<file path="config.mk">
export PLATFORM = sky130hd
export DESIGN_NAME = fu_issue_queue_flat
export DESIGN_NICKNAME = d
export VERILOG_FILES = /design/src/rtl/foxtrot_pkg.sv /design/src/rtl/fu_issue_queue_if.sv /design/src/rtl/fu_issue_queue_chk.sv /design/src/rtl/fu_issue_queue_sel.sv /design/src/rtl/fu_issue_queue.sv /design/src/flat_wrapper.sv
export SDC_FILE = /design/constraint.sdc
export NUM_CORES = 2
export LEC_CHECK = 0
export ABC_CLOCK_PERIOD_IN_PS = 3300
export CORE_UTILIZATION = 60
export DETAILED_ROUTE_END_ITERATION = 8
export PLACE_DENSITY = 0.87
export SETUP_SLACK_MARGIN = 0.2
export SKIP_CTS_REPAIR_TIMING = 1
export SYNTH_ARGS = -nofsm -noshare
export SYNTH_HDL_FRONTEND = slang
export SYNTH_SLANG_ARGS = --single-unit
</file>
<file path="constraint.sdc">
create_clock -name clk -period 3.3 [get_ports clk]
set_input_delay 0.33 -clock clk [delete_from_list [all_inputs] [get_ports clk]]
set_output_delay 0.33 -clock clk [all_outputs]
set_load 0.02 [all_outputs]
</file>
<file path="src/rtl/foxtrot_pkg.sv">
// -----------------------------------------------------------------------------
// foxtrot_pkg
// Shared types and default widths for the foxtrot back end.
//   iq_entry_t  : one issue-queue entry (instruction fields plus per-operand
//                 source readiness and destination PRNs)
//   srcs_ready  : true when every used source of an entry is ready
// Widths (INST_ID_BITS, PRN_BITS, MAX_OPERANDS) are fixed here because the
// entry struct is shared by every block that stores or forwards instructions.
// -----------------------------------------------------------------------------
package foxtrot_pkg;

    localparam int INST_ID_BITS   = 6;
    localparam int PRN_BITS       = 6;
    localparam int MAX_OPERANDS   = 3;
    localparam int DEF_QUEUE_SIZE = 4;
    localparam int DEF_FU_COUNT   = 4;

    typedef struct packed {
        logic                                   valid;
        logic [INST_ID_BITS-1:0]                inst_id;
        logic [31:0]                            raw_instr;
        logic [63:0]                            pc;
        logic [MAX_OPERANDS-1:0]                prn_input_valid;
        logic [MAX_OPERANDS-1:0]                prn_input_ready;
        logic [MAX_OPERANDS-1:0][PRN_BITS-1:0]  prn_input;
        logic [MAX_OPERANDS-1:0]                prn_output_valid;
        logic [MAX_OPERANDS-1:0][PRN_BITS-1:0]  prn_output;
    } iq_entry_t;

    // A source counts as ready when it is unused or its ready bit is set.
    function automatic logic srcs_ready(input logic [MAX_OPERANDS-1:0] used,
                                        input logic [MAX_OPERANDS-1:0] rdy);
        return &(~used | rdy);
    endfunction

endpackage

</file>
<file path="src/rtl/fu_issue_queue_if.sv">
// -----------------------------------------------------------------------------
// fu_issue_queue_if
// Bundles the dispatch (router -> queue), wakeup, flush and issue
// (queue -> functional unit / register file) signals of fu_issue_queue.
//   slave  : the issue queue itself
//   master : the environment driving dispatch/wakeup and consuming issue
// -----------------------------------------------------------------------------
interface fu_issue_queue_if #(
    parameter int FU_COUNT = foxtrot_pkg::DEF_FU_COUNT
);
    import foxtrot_pkg::*;

    // dispatch side
    logic                                   in_inst_valid;
    logic [INST_ID_BITS-1:0]                in_inst_id;
    logic [31:0]                            in_raw_instr;
    logic [63:0]                            in_instr_pc;
    logic [MAX_OPERANDS-1:0]                in_prn_input_valid;
    logic [MAX_OPERANDS-1:0]                in_prn_input_ready;
    logic [MAX_OPERANDS-1:0][PRN_BITS-1:0]  in_prn_input;
    logic [MAX_OPERANDS-1:0]                in_prn_output_valid;
    logic [MAX_OPERANDS-1:0][PRN_BITS-1:0]  in_prn_output;
    logic                                   queue_ready;

    // wakeup broadcasts and flush
    logic [FU_COUNT-1:0][MAX_OPERANDS-1:0]                wake_valid;
    logic [FU_COUNT-1:0][MAX_OPERANDS-1:0][PRN_BITS-1:0]  wake_prn;
    logic                                                 flush;

    // issue side
    logic                                   fu_ready;
    logic                                   issue_valid;
    logic [INST_ID_BITS-1:0]                issue_inst_id;
    logic [31:0]                            issue_raw_instr;
    logic [63:0]                            issue_instr_pc;
    logic [MAX_OPERANDS-1:0]                issue_prn_output_valid;
    logic [MAX_OPERANDS-1:0][PRN_BITS-1:0]  issue_prn_output;
    logic [MAX_OPERANDS-1:0]                prf_read_enable;
    logic [MAX_OPERANDS-1:0][PRN_BITS-1:0]  prf_read_prn;

    modport slave (
        input  in_inst_valid, in_inst_id, in_raw_instr, in_instr_pc,
               in_prn_input_valid, in_prn_input_ready, in_prn_input,
               in_prn_output_valid, in_prn_output,
               wake_valid, wake_prn, flush, fu_ready,
        output queue_ready, issue_valid, issue_inst_id, issue_raw_instr,
               issue_instr_pc, issue_prn_output_valid, issue_prn_output,
               prf_read_enable, prf_read_prn
    );

    modport master (
        output in_inst_valid, in_inst_id, in_raw_instr, in_instr_pc,
               in_prn_input_valid, in_prn_input_ready, in_prn_input,
               in_prn_output_valid, in_prn_output,
               wake_valid, wake_prn, flush, fu_ready,
        input  queue_ready, issue_valid, issue_inst_id, issue_raw_instr,
               issue_instr_pc, issue_prn_output_valid, issue_prn_output,
               prf_read_enable, prf_read_prn
    );

endinterface

</file>
<file path="src/rtl/fu_issue_queue_chk.sv">
// -----------------------------------------------------------------------------
// fu_issue_queue_chk
// Simulation-only observer for fu_issue_queue. Flags a dispatch attempted
// while the queue is full; the queue drops such an instruction by design.
//   clk, rst       : queue clock and active-low reset
//   i_inst_valid   : router presents an instruction
//   i_queue_ready  : queue has a free entry
// -----------------------------------------------------------------------------
module fu_issue_queue_chk (
    input logic clk,
    input logic rst,
    input logic i_inst_valid,
    input logic i_queue_ready
);

    // Report dispatches that arrive while no entry is free.
    always @(posedge clk) begin
        if (rst) begin
            assert (!(i_inst_valid && !i_queue_ready))
                else $warning("fu_issue_queue: dispatch while full, instruction dropped");
        end
    end

endmodule

</file>
<file path="src/rtl/fu_issue_queue_sel.sv">
// -----------------------------------------------------------------------------
// iq_oldest_ready_sel
// Fixed-priority picker for the collapsing issue queue: index 0 is the oldest
// entry, so the lowest set request bit wins.
//   i_ready : N-bit per-entry "all sources ready" vector
//   o_grant : one-hot grant (all zero when nothing is ready)
//   o_found : at least one entry is ready
// -----------------------------------------------------------------------------
module iq_oldest_ready_sel #(
    parameter int N = 4
) (
    input  logic [N-1:0] i_ready,
    output logic [N-1:0] o_grant,
    output logic         o_found
);

    // Isolate the lowest set bit with x & -x.
    always_comb begin
        o_grant = i_ready & (~i_ready + N'(1));
        o_found = |i_ready;
    end

endmodule

</file>
<file path="src/rtl/fu_issue_queue.sv">
// -----------------------------------------------------------------------------
// fu_issue_queue
// Per-functional-unit reservation station. Accepts one routed instruction per
// cycle into a QUEUE_SIZE-entry collapsing, age-ordered buffer (index 0 is
// oldest), tracks source readiness from the wakeup broadcasts of all FUs,
// moves the oldest fully-ready entry into a registered issue slot and holds it
// until the FU accepts.
//   clk        : rising-edge clock
//   rst        : asynchronous active-low reset
//   iq (slave) : dispatch, queue_ready, wakeup, flush, fu_ready, issue and
//                PRF read signals (see fu_issue_queue_if)
// Optional feature macro: FU_ISSUE_QUEUE_WAKEUP_BYPASS_EN
//   defined   : select also honours same-cycle wakeups (one cycle faster)
//   undefined : select uses stored ready bits only (shorter timing path)
// -----------------------------------------------------------------------------
module fu_issue_queue #(
    parameter int QUEUE_SIZE = foxtrot_pkg::DEF_QUEUE_SIZE,
    parameter int FU_COUNT   = foxtrot_pkg::DEF_FU_COUNT
) (
    input logic             clk,
    input logic             rst,
    fu_issue_queue_if.slave iq
);
    import foxtrot_pkg::*;

    localparam int                CNT_W    = $clog2(QUEUE_SIZE + 1);
    localparam int                IDX_W    = $clog2(QUEUE_SIZE);
    localparam logic [CNT_W-1:0]  FULL_CNT = CNT_W'(QUEUE_SIZE);

    typedef logic [FU_COUNT-1:0][MAX_OPERANDS-1:0]                wv_t;
    typedef logic [FU_COUNT-1:0][MAX_OPERANDS-1:0][PRN_BITS-1:0]  wp_t;

    iq_entry_t          r_entries [QUEUE_SIZE];
    iq_entry_t          r_slot;
    logic [CNT_W-1:0]   r_count;

    iq_entry_t          w_woken       [QUEUE_SIZE];
    iq_entry_t          w_shift       [QUEUE_SIZE];
    iq_entry_t          w_entries_nxt [QUEUE_SIZE];
    iq_entry_t          w_new_raw;
    iq_entry_t          w_new_entry;
    iq_entry_t          w_slot_nxt;
    logic [QUEUE_SIZE-1:0] w_elig;
    logic [QUEUE_SIZE-1:0] w_grant;
    logic               w_found;
    logic               w_sel_en;
    logic               w_take;
    logic               w_full;
    logic               w_enq;
    logic [IDX_W-1:0]   w_sel_idx;
    logic [CNT_W-1:0]   w_enq_pos;
    logic [CNT_W-1:0]   w_count_nxt;

    // True when any asserted broadcast carries this PRN.
    function automatic logic wake_hit(input logic [PRN_BITS-1:0] prn,
                                      input wv_t wv, input wp_t wp);
        logic hit;
        hit = 1'b0;
        for (int f = 0; f < FU_COUNT; f++) begin
            for (int k = 0; k < MAX_OPERANDS; k++) begin
                hit = hit | (wv[f][k] & (wp[f][k] == prn));
            end
        end
        return hit;
    endfunction

    // Set the ready bit of every used source that matches a broadcast.
    function automatic iq_entry_t apply_wake(input iq_entry_t e, input wv_t wv, input wp_t wp);
        iq_entry_t r;
        r = e;
        for (int k = 0; k < MAX_OPERANDS; k++) begin
            r.prn_input_ready[k] = e.prn_input_ready[k]
                                 | (e.prn_input_valid[k] & wake_hit(e.prn_input[k], wv, wp));
        end
        return r;
    endfunction

    // Fold this cycle's wakeups into resident entries and decide select eligibility.
    always_comb begin
        w_elig = '0;
        for (int i = 0; i < QUEUE_SIZE; i++) begin
            w_woken[i] = apply_wake(r_entries[i], iq.wake_valid, iq.wake_prn);
`ifdef FU_ISSUE_QUEUE_WAKEUP_BYPASS_EN
            w_elig[i]  = r_entries[i].valid
                       & srcs_ready(r_entries[i].prn_input_valid, w_woken[i].prn_input_ready);
`else
            w_elig[i]  = r_entries[i].valid
                       & srcs_ready(r_entries[i].prn_input_valid, r_entries[i].prn_input_ready);
`endif
        end
    end

    iq_oldest_ready_sel #(.N(QUEUE_SIZE)) u_sel (
        .i_ready (w_elig),
        .o_grant (w_grant),
        .o_found (w_found)
    );

    // Select/enqueue control and occupancy bookkeeping.
    always_comb begin
        w_sel_en  = ~r_slot.valid | iq.fu_ready;
        w_take    = w_found & w_sel_en;
        w_sel_idx = '0;
        for (int i = 0; i < QUEUE_SIZE; i++) begin
            w_sel_idx = w_sel_idx | ({IDX_W{w_grant[i]}} & IDX_W'(i));
        end
        w_full      = (r_count == FULL_CNT);
        w_enq       = iq.in_inst_valid & ~w_full & ~iq.flush;
        // When an entry leaves, the tail moves down one, so the new entry lands one lower.
        w_enq_pos   = w_take ? (r_count - CNT_W'(1)) : r_count;
        w_count_nxt = r_count + CNT_W'(w_enq) - CNT_W'(w_take);
    end

    // Build the incoming entry; same-cycle wakeups apply to it too.
    always_comb begin
        w_new_raw                  = '0;
        w_new_raw.valid            = 1'b1;
        w_new_raw.inst_id          = iq.in_inst_id;
        w_new_raw.raw_instr        = iq.in_raw_instr;
        w_new_raw.pc               = iq.in_instr_pc;
        w_new_raw.prn_input_valid  = iq.in_prn_input_valid;
        w_new_raw.prn_input_ready  = iq.in_prn_input_ready;
        w_new_raw.prn_input        = iq.in_prn_input;
        w_new_raw.prn_output_valid = iq.in_prn_output_valid;
        w_new_raw.prn_output       = iq.in_prn_output;
        w_new_entry                = apply_wake(w_new_raw, iq.wake_valid, iq.wake_prn);
    end

    // Collapse above the selected entry and insert the new one at the tail.
    always_comb begin
        for (int j = 0; j < QUEUE_SIZE - 1; j++) begin
            w_shift[j] = w_woken[j + 1];
        end
        w_shift[QUEUE_SIZE-1] = '0;
        for (int j = 0; j < QUEUE_SIZE; j++) begin
            w_entries_nxt[j] = (w_enq && (CNT_W'(j) == w_enq_pos)) ? w_new_entry :
                               (w_take && (j >= int'(w_sel_idx)))  ? w_shift[j]  :
                                                                     w_woken[j];
        end
    end

    // Issue slot: load on select, empty on accept, otherwise hold.
    always_comb begin
        if (w_take) begin
            w_slot_nxt = w_woken[w_sel_idx];
        end else if (iq.fu_ready) begin
            w_slot_nxt = '0;
        end else begin
            w_slot_nxt = r_slot;
        end
    end

    // State registers; flush clears everything and discards same-cycle enqueue/wakeup.
    always_ff @(posedge clk or negedge rst) begin
        if (!rst) begin
            r_count <= '0;
            r_slot  <= '0;
            for (int i = 0; i < QUEUE_SIZE; i++) begin
                r_entries[i] <= '0;
            end
        end else if (iq.flush) begin
            r_count <= '0;
            r_slot  <= '0;
            for (int i = 0; i < QUEUE_SIZE; i++) begin
                r_entries[i] <= '0;
            end
        end else begin
            r_count   <= w_count_nxt;
            r_slot    <= w_slot_nxt;
            r_entries <= w_entries_nxt;
        end
    end

    // Outputs decode registered state only.
    assign iq.queue_ready            = ~w_full;
    assign iq.issue_valid            = r_slot.valid;
    assign iq.issue_inst_id          = r_slot.inst_id;
    assign iq.issue_raw_instr        = r_slot.raw_instr;
    assign iq.issue_instr_pc         = r_slot.pc;
    assign iq.issue_prn_output_valid = r_slot.prn_output_valid;
    assign iq.issue_prn_output       = r_slot.prn_output;
    assign iq.prf_read_enable        = {MAX_OPERANDS{r_slot.valid}} & r_slot.prn_input_valid;
    assign iq.prf_read_prn           = r_slot.prn_input;

    fu_issue_queue_chk u_chk (
        .clk           (clk),
        .rst           (rst),
        .i_inst_valid  (iq.in_inst_valid),
        .i_queue_ready (iq.queue_ready)
    );

endmodule

</file>
<file path="src/flat_wrapper.sv">
// flat-port wrapper written by rule: the top's interface ports become plain ports
module fu_issue_queue_flat import foxtrot_pkg::*;
#(
    parameter int QUEUE_SIZE = foxtrot_pkg::DEF_QUEUE_SIZE,
    parameter int FU_COUNT   = foxtrot_pkg::DEF_FU_COUNT
)
  (clk, rst, iq_in_inst_valid, iq_in_inst_id, iq_in_raw_instr, iq_in_instr_pc, iq_in_prn_input_valid, iq_in_prn_input_ready, iq_in_prn_input, iq_in_prn_output_valid, iq_in_prn_output, iq_wake_valid, iq_wake_prn, iq_flush, iq_fu_ready, iq_queue_ready, iq_issue_valid, iq_issue_inst_id, iq_issue_raw_instr, iq_issue_instr_pc, iq_issue_prn_output_valid, iq_issue_prn_output, iq_prf_read_enable, iq_prf_read_prn);
  fu_issue_queue_if #(.FU_COUNT(FU_COUNT)) iq_i ();
  input logic clk;
  input logic rst;
  input wire logic [$bits(iq_i.in_inst_valid)-1:0] iq_in_inst_valid;
  input wire logic [$bits(iq_i.in_inst_id)-1:0] iq_in_inst_id;
  input wire logic [$bits(iq_i.in_raw_instr)-1:0] iq_in_raw_instr;
  input wire logic [$bits(iq_i.in_instr_pc)-1:0] iq_in_instr_pc;
  input wire logic [$bits(iq_i.in_prn_input_valid)-1:0] iq_in_prn_input_valid;
  input wire logic [$bits(iq_i.in_prn_input_ready)-1:0] iq_in_prn_input_ready;
  input wire logic [$bits(iq_i.in_prn_input)-1:0] iq_in_prn_input;
  input wire logic [$bits(iq_i.in_prn_output_valid)-1:0] iq_in_prn_output_valid;
  input wire logic [$bits(iq_i.in_prn_output)-1:0] iq_in_prn_output;
  input wire logic [$bits(iq_i.wake_valid)-1:0] iq_wake_valid;
  input wire logic [$bits(iq_i.wake_prn)-1:0] iq_wake_prn;
  input wire logic [$bits(iq_i.flush)-1:0] iq_flush;
  input wire logic [$bits(iq_i.fu_ready)-1:0] iq_fu_ready;
  output wire logic [$bits(iq_i.queue_ready)-1:0] iq_queue_ready;
  output wire logic [$bits(iq_i.issue_valid)-1:0] iq_issue_valid;
  output wire logic [$bits(iq_i.issue_inst_id)-1:0] iq_issue_inst_id;
  output wire logic [$bits(iq_i.issue_raw_instr)-1:0] iq_issue_raw_instr;
  output wire logic [$bits(iq_i.issue_instr_pc)-1:0] iq_issue_instr_pc;
  output wire logic [$bits(iq_i.issue_prn_output_valid)-1:0] iq_issue_prn_output_valid;
  output wire logic [$bits(iq_i.issue_prn_output)-1:0] iq_issue_prn_output;
  output wire logic [$bits(iq_i.prf_read_enable)-1:0] iq_prf_read_enable;
  output wire logic [$bits(iq_i.prf_read_prn)-1:0] iq_prf_read_prn;
  assign iq_i.in_inst_valid = iq_in_inst_valid;
  assign iq_i.in_inst_id = iq_in_inst_id;
  assign iq_i.in_raw_instr = iq_in_raw_instr;
  assign iq_i.in_instr_pc = iq_in_instr_pc;
  assign iq_i.in_prn_input_valid = iq_in_prn_input_valid;
  assign iq_i.in_prn_input_ready = iq_in_prn_input_ready;
  assign iq_i.in_prn_input = iq_in_prn_input;
  assign iq_i.in_prn_output_valid = iq_in_prn_output_valid;
  assign iq_i.in_prn_output = iq_in_prn_output;
  assign iq_i.wake_valid = iq_wake_valid;
  assign iq_i.wake_prn = iq_wake_prn;
  assign iq_i.flush = iq_flush;
  assign iq_i.fu_ready = iq_fu_ready;
  assign iq_queue_ready = iq_i.queue_ready;
  assign iq_issue_valid = iq_i.issue_valid;
  assign iq_issue_inst_id = iq_i.issue_inst_id;
  assign iq_issue_raw_instr = iq_i.issue_raw_instr;
  assign iq_issue_instr_pc = iq_i.issue_instr_pc;
  assign iq_issue_prn_output_valid = iq_i.issue_prn_output_valid;
  assign iq_issue_prn_output = iq_i.issue_prn_output;
  assign iq_prf_read_enable = iq_i.prf_read_enable;
  assign iq_prf_read_prn = iq_i.prf_read_prn;
  fu_issue_queue #(.QUEUE_SIZE(QUEUE_SIZE), .FU_COUNT(FU_COUNT)) u_core (.clk(clk), .rst(rst), .iq(iq_i));
endmodule
</file>
==> out/qor.csv <==
metric;value;unit
Fill cells;6179;
Crit-path slowest cell;clkdlybuf4s50_1;
Detailed Route WL;189;mm
fmax;313;MHz
skew final;0.0648;ns
Final Max Slew Viols;0;
setup TNS;0;ns
Routed Antenna Nets;0;
vias in the first global route;45800;
commonest non-fill, non-tap cell in the layout;dfrtp_1;
core area;0.0854;mm2
CTS Buf Count;81;
CTS tree;yes;
Final min period;3.20;ns
row count;107;
placed cell area;0.0566;mm2
final instance area;0.0595;mm2
post-synth cell types;44;
layout net count;5837;
CTS max path bufs;3;
global-route wire length before repair;284;mm
Max-Cap Viols;0;
pre-CTS setup slack;0.195;ns
CTS H-tree depth;3;
Worst R2R Setup Slack;0.30;ns
Initial Util;0.608;
EDFF count, synth;0;
post-route setup slack;0.101;ns
number of cells on the critical path;10;
Syn Area/Cell;9.17;um2
via count;46500;
top cells by area, synth;dfrtp_1 (36%), mux2i_1 (13%), xnor2_1 (9.1%);
#FFs+latches synth;740;
worst-skew pair later-pin latency;0.68;ns
Hold Path Class;in -> reg;
Crit Path Class;in -> reg;
share of the yosys chip area belonging to registers;0.356;
layout cell share with drive strength beyond 1;0.0786;
Reg2Reg Capture Point;u_core.r_entries[485];
Cells after Synth;5663;
Die X-Extent;296;um
clk root buf;clkbuf_16;
Mapped Nets;5904;
num ports;382;
CP max FO;6;
gr ovfl total;0;
DRT iter0 DRCs;6082;
Buf+Inv Stages, Crit Path;3;
path depth of the worst reg2reg path;8;
Slew HR;0.203;
Area Overhead vs Synth;14.6;%
Startpoint Class;input pin;
detailed-route vias per instance;6.83;
Hold Startpoint;iq_flush;
most frequent cells in the layout;dfrtp_1 (740), mux2i_1 (696), nand2_1 (616), xnor2_1 (542), xor2_1 (540);
Clock Pin Slew Worst Setup and Hold Paths;0.06;ns
worst slew pin tran;1.20;ns
DR DRC count;0;
final core utilization;0.697;
Synth top area share;0.356;
fin crit share;0.969;
maximum vdd drop;0.719;mV
Final HPWL DP;114;mm
area leader, netlist;dfrtp_1;
final setup fails;0;
gr usage total;0.425;
RePlAce Congestion;1.12;
Netlist Area Pre-Place;0.0519;mm2
DIE HEIGHT;296;um
worst r2r src;u_core.r_entries[331];
RSZ-0062 raised after global routing;false;
worst-path cell chain;clkdlybuf4s50_1, xnor2_1, nand4_1, nor4_1, nor4_1, buf_4, nand3_1, a21oi_1, buf_4, o221ai_1;
CP peak stage delay;0.88;ns
Setup crit end;u_core.r_entries[335];
router iterations before antenna repair;6;
status;finished, final reports clean;
WL/cell;27.8;um
Top FF cell, synth;dfrtp_1;
static leakage;27.5;nW
yosys synthesis warning count;0;
CP top delay family;buffers and inverters;
async set-reset flop share out of synthesis;1.00;
DIE AREA;0.0878;mm2
worst path arrival time;3.68;ns
largest net degree at the start of global routing;136;
Port Buffers;381;
TritonCTS Sinks;740;
power per standard cell area;640;mW/mm2
final hold violations;0;
critical path launch point;iq_wake_prn[9];
Critical Path Sink Type;flip-flop;
initial antenna violation count;11;
CP Data Required Time;3.79;ns
overall power;0.0381;W
==> Yosys cell counts (2+ instances only) <==
library cell and count:
a211oi_1 413, a21oi_1 15, a311oi_1 19, a32o_1 144, a41oi_1 8, and2_1 8, and3_1 2, buf_1 43
buf_2 339, buf_4 160, clkbuf_1 274, dfrtp_1 740, ha_1 4, inv_1 14, inv_2 3, mux2i_1 696
nand2_1 618, nand2b_1 12, nand3_1 148, nand4_1 186, nor2_1 471, nor2b_1 3, nor3_1 3, nor3_2 3
nor4_1 212, o2111ai_1 2, o2111ai_2 3, o211a_1 2, o211ai_1 10, o21ai_0 4, o21ai_2 3, o221ai_1 7
o22ai_1 3, xnor2_1 542, xor2_1 540
==> flip-flops by register name, summed over array words and instances, names as in the netlist <==
signal and flops:
u_core.iq.prf_read_prn 18, u_core.r_count 3, u_core.iq.issue_inst_id 6, u_core.r_entries 592
u_core.iq.issue_prn_output_valid 3, u_core.iq.issue_instr_pc 64, u_core.r_slot 3, u_core.iq.issue_valid 1
u_core.iq.issue_prn_output 18, u_core.iq.issue_raw_instr 32
==> through the flow <==
step	hold slack [ns]	instances
final	0.0937	6807
after global routing	0.0855	6806
after CTS	-0.277	6802
after detailed placement	0.430	6656
after global placement	0.427	6656
after floorplan	0.0344	5663
==> report_power, final <==
| part | total [W] | internal (W) | switching (W) |
|---|---|---|---|
| clock | 0.00992 | 0.00585 | 0.00407 |
| combinational | 0.0153 | 0.00630 | 0.00898 |
| sequential | 0.0129 | 0.0105 | 0.00236 |
| total | 0.0381 | 0.0227 | 0.0154 |
==> kinds of logic after synthesis <==
family / Yosys count / synth area share
and+or+nand+nor: 1667 / 0.145
xor gates and xnor gates: 1082 / 0.182
buffers and inverters: 833 / 0.0799
DFF: 740 / 0.356
muxes: 696 / 0.134
AOI/OAI and AO/OA: 640 / 0.101
adders and majority gates: 5 / 0.00135
==> final cells by class <==
cell class | count | area, um2 | area share
flip-flops and latches | 740 | 18500 | 0.311
clock buffers | 105 | 2260 | 0.0379
repair buffers | 666 | 7200 | 0.121
clock inverters | 41 | 669 | 0.0112
inverters | 17 | 63.8 | 0.00107
well taps | 1144 | 1430 | 0.0240
diodes | 4 | 10.0 | 0.000168
multi-input cells | 4090 | 29400 | 0.493
==> metal layers <==
layer,vias to the layer above,GRT usage,share of wire
met4,14,0.268,0.071
met1,22700,0.537,0.36
li1,19400,-,-
met2,3424,0.633,0.44
met3,953,0.129,0.13
met5,-,0,0.00053
==> how the worst min path moves through the flow <==
stage                                       endpoint  slack (ns)  depth (start not counted)
after floorplan           u_core.iq.issue_inst_id[0]        0.03                          0
after global placement     u_core.iq.prf_read_prn[6]        0.43                          1
after detailed placement   u_core.iq.prf_read_prn[7]        0.43                          1
after CTS                       u_core.r_entries[34]       -0.28                          1
after global routing               u_core.r_count[0]        0.09                          2
final                              u_core.r_count[2]        0.09                          2
Power figures use the tool's default switching activity.
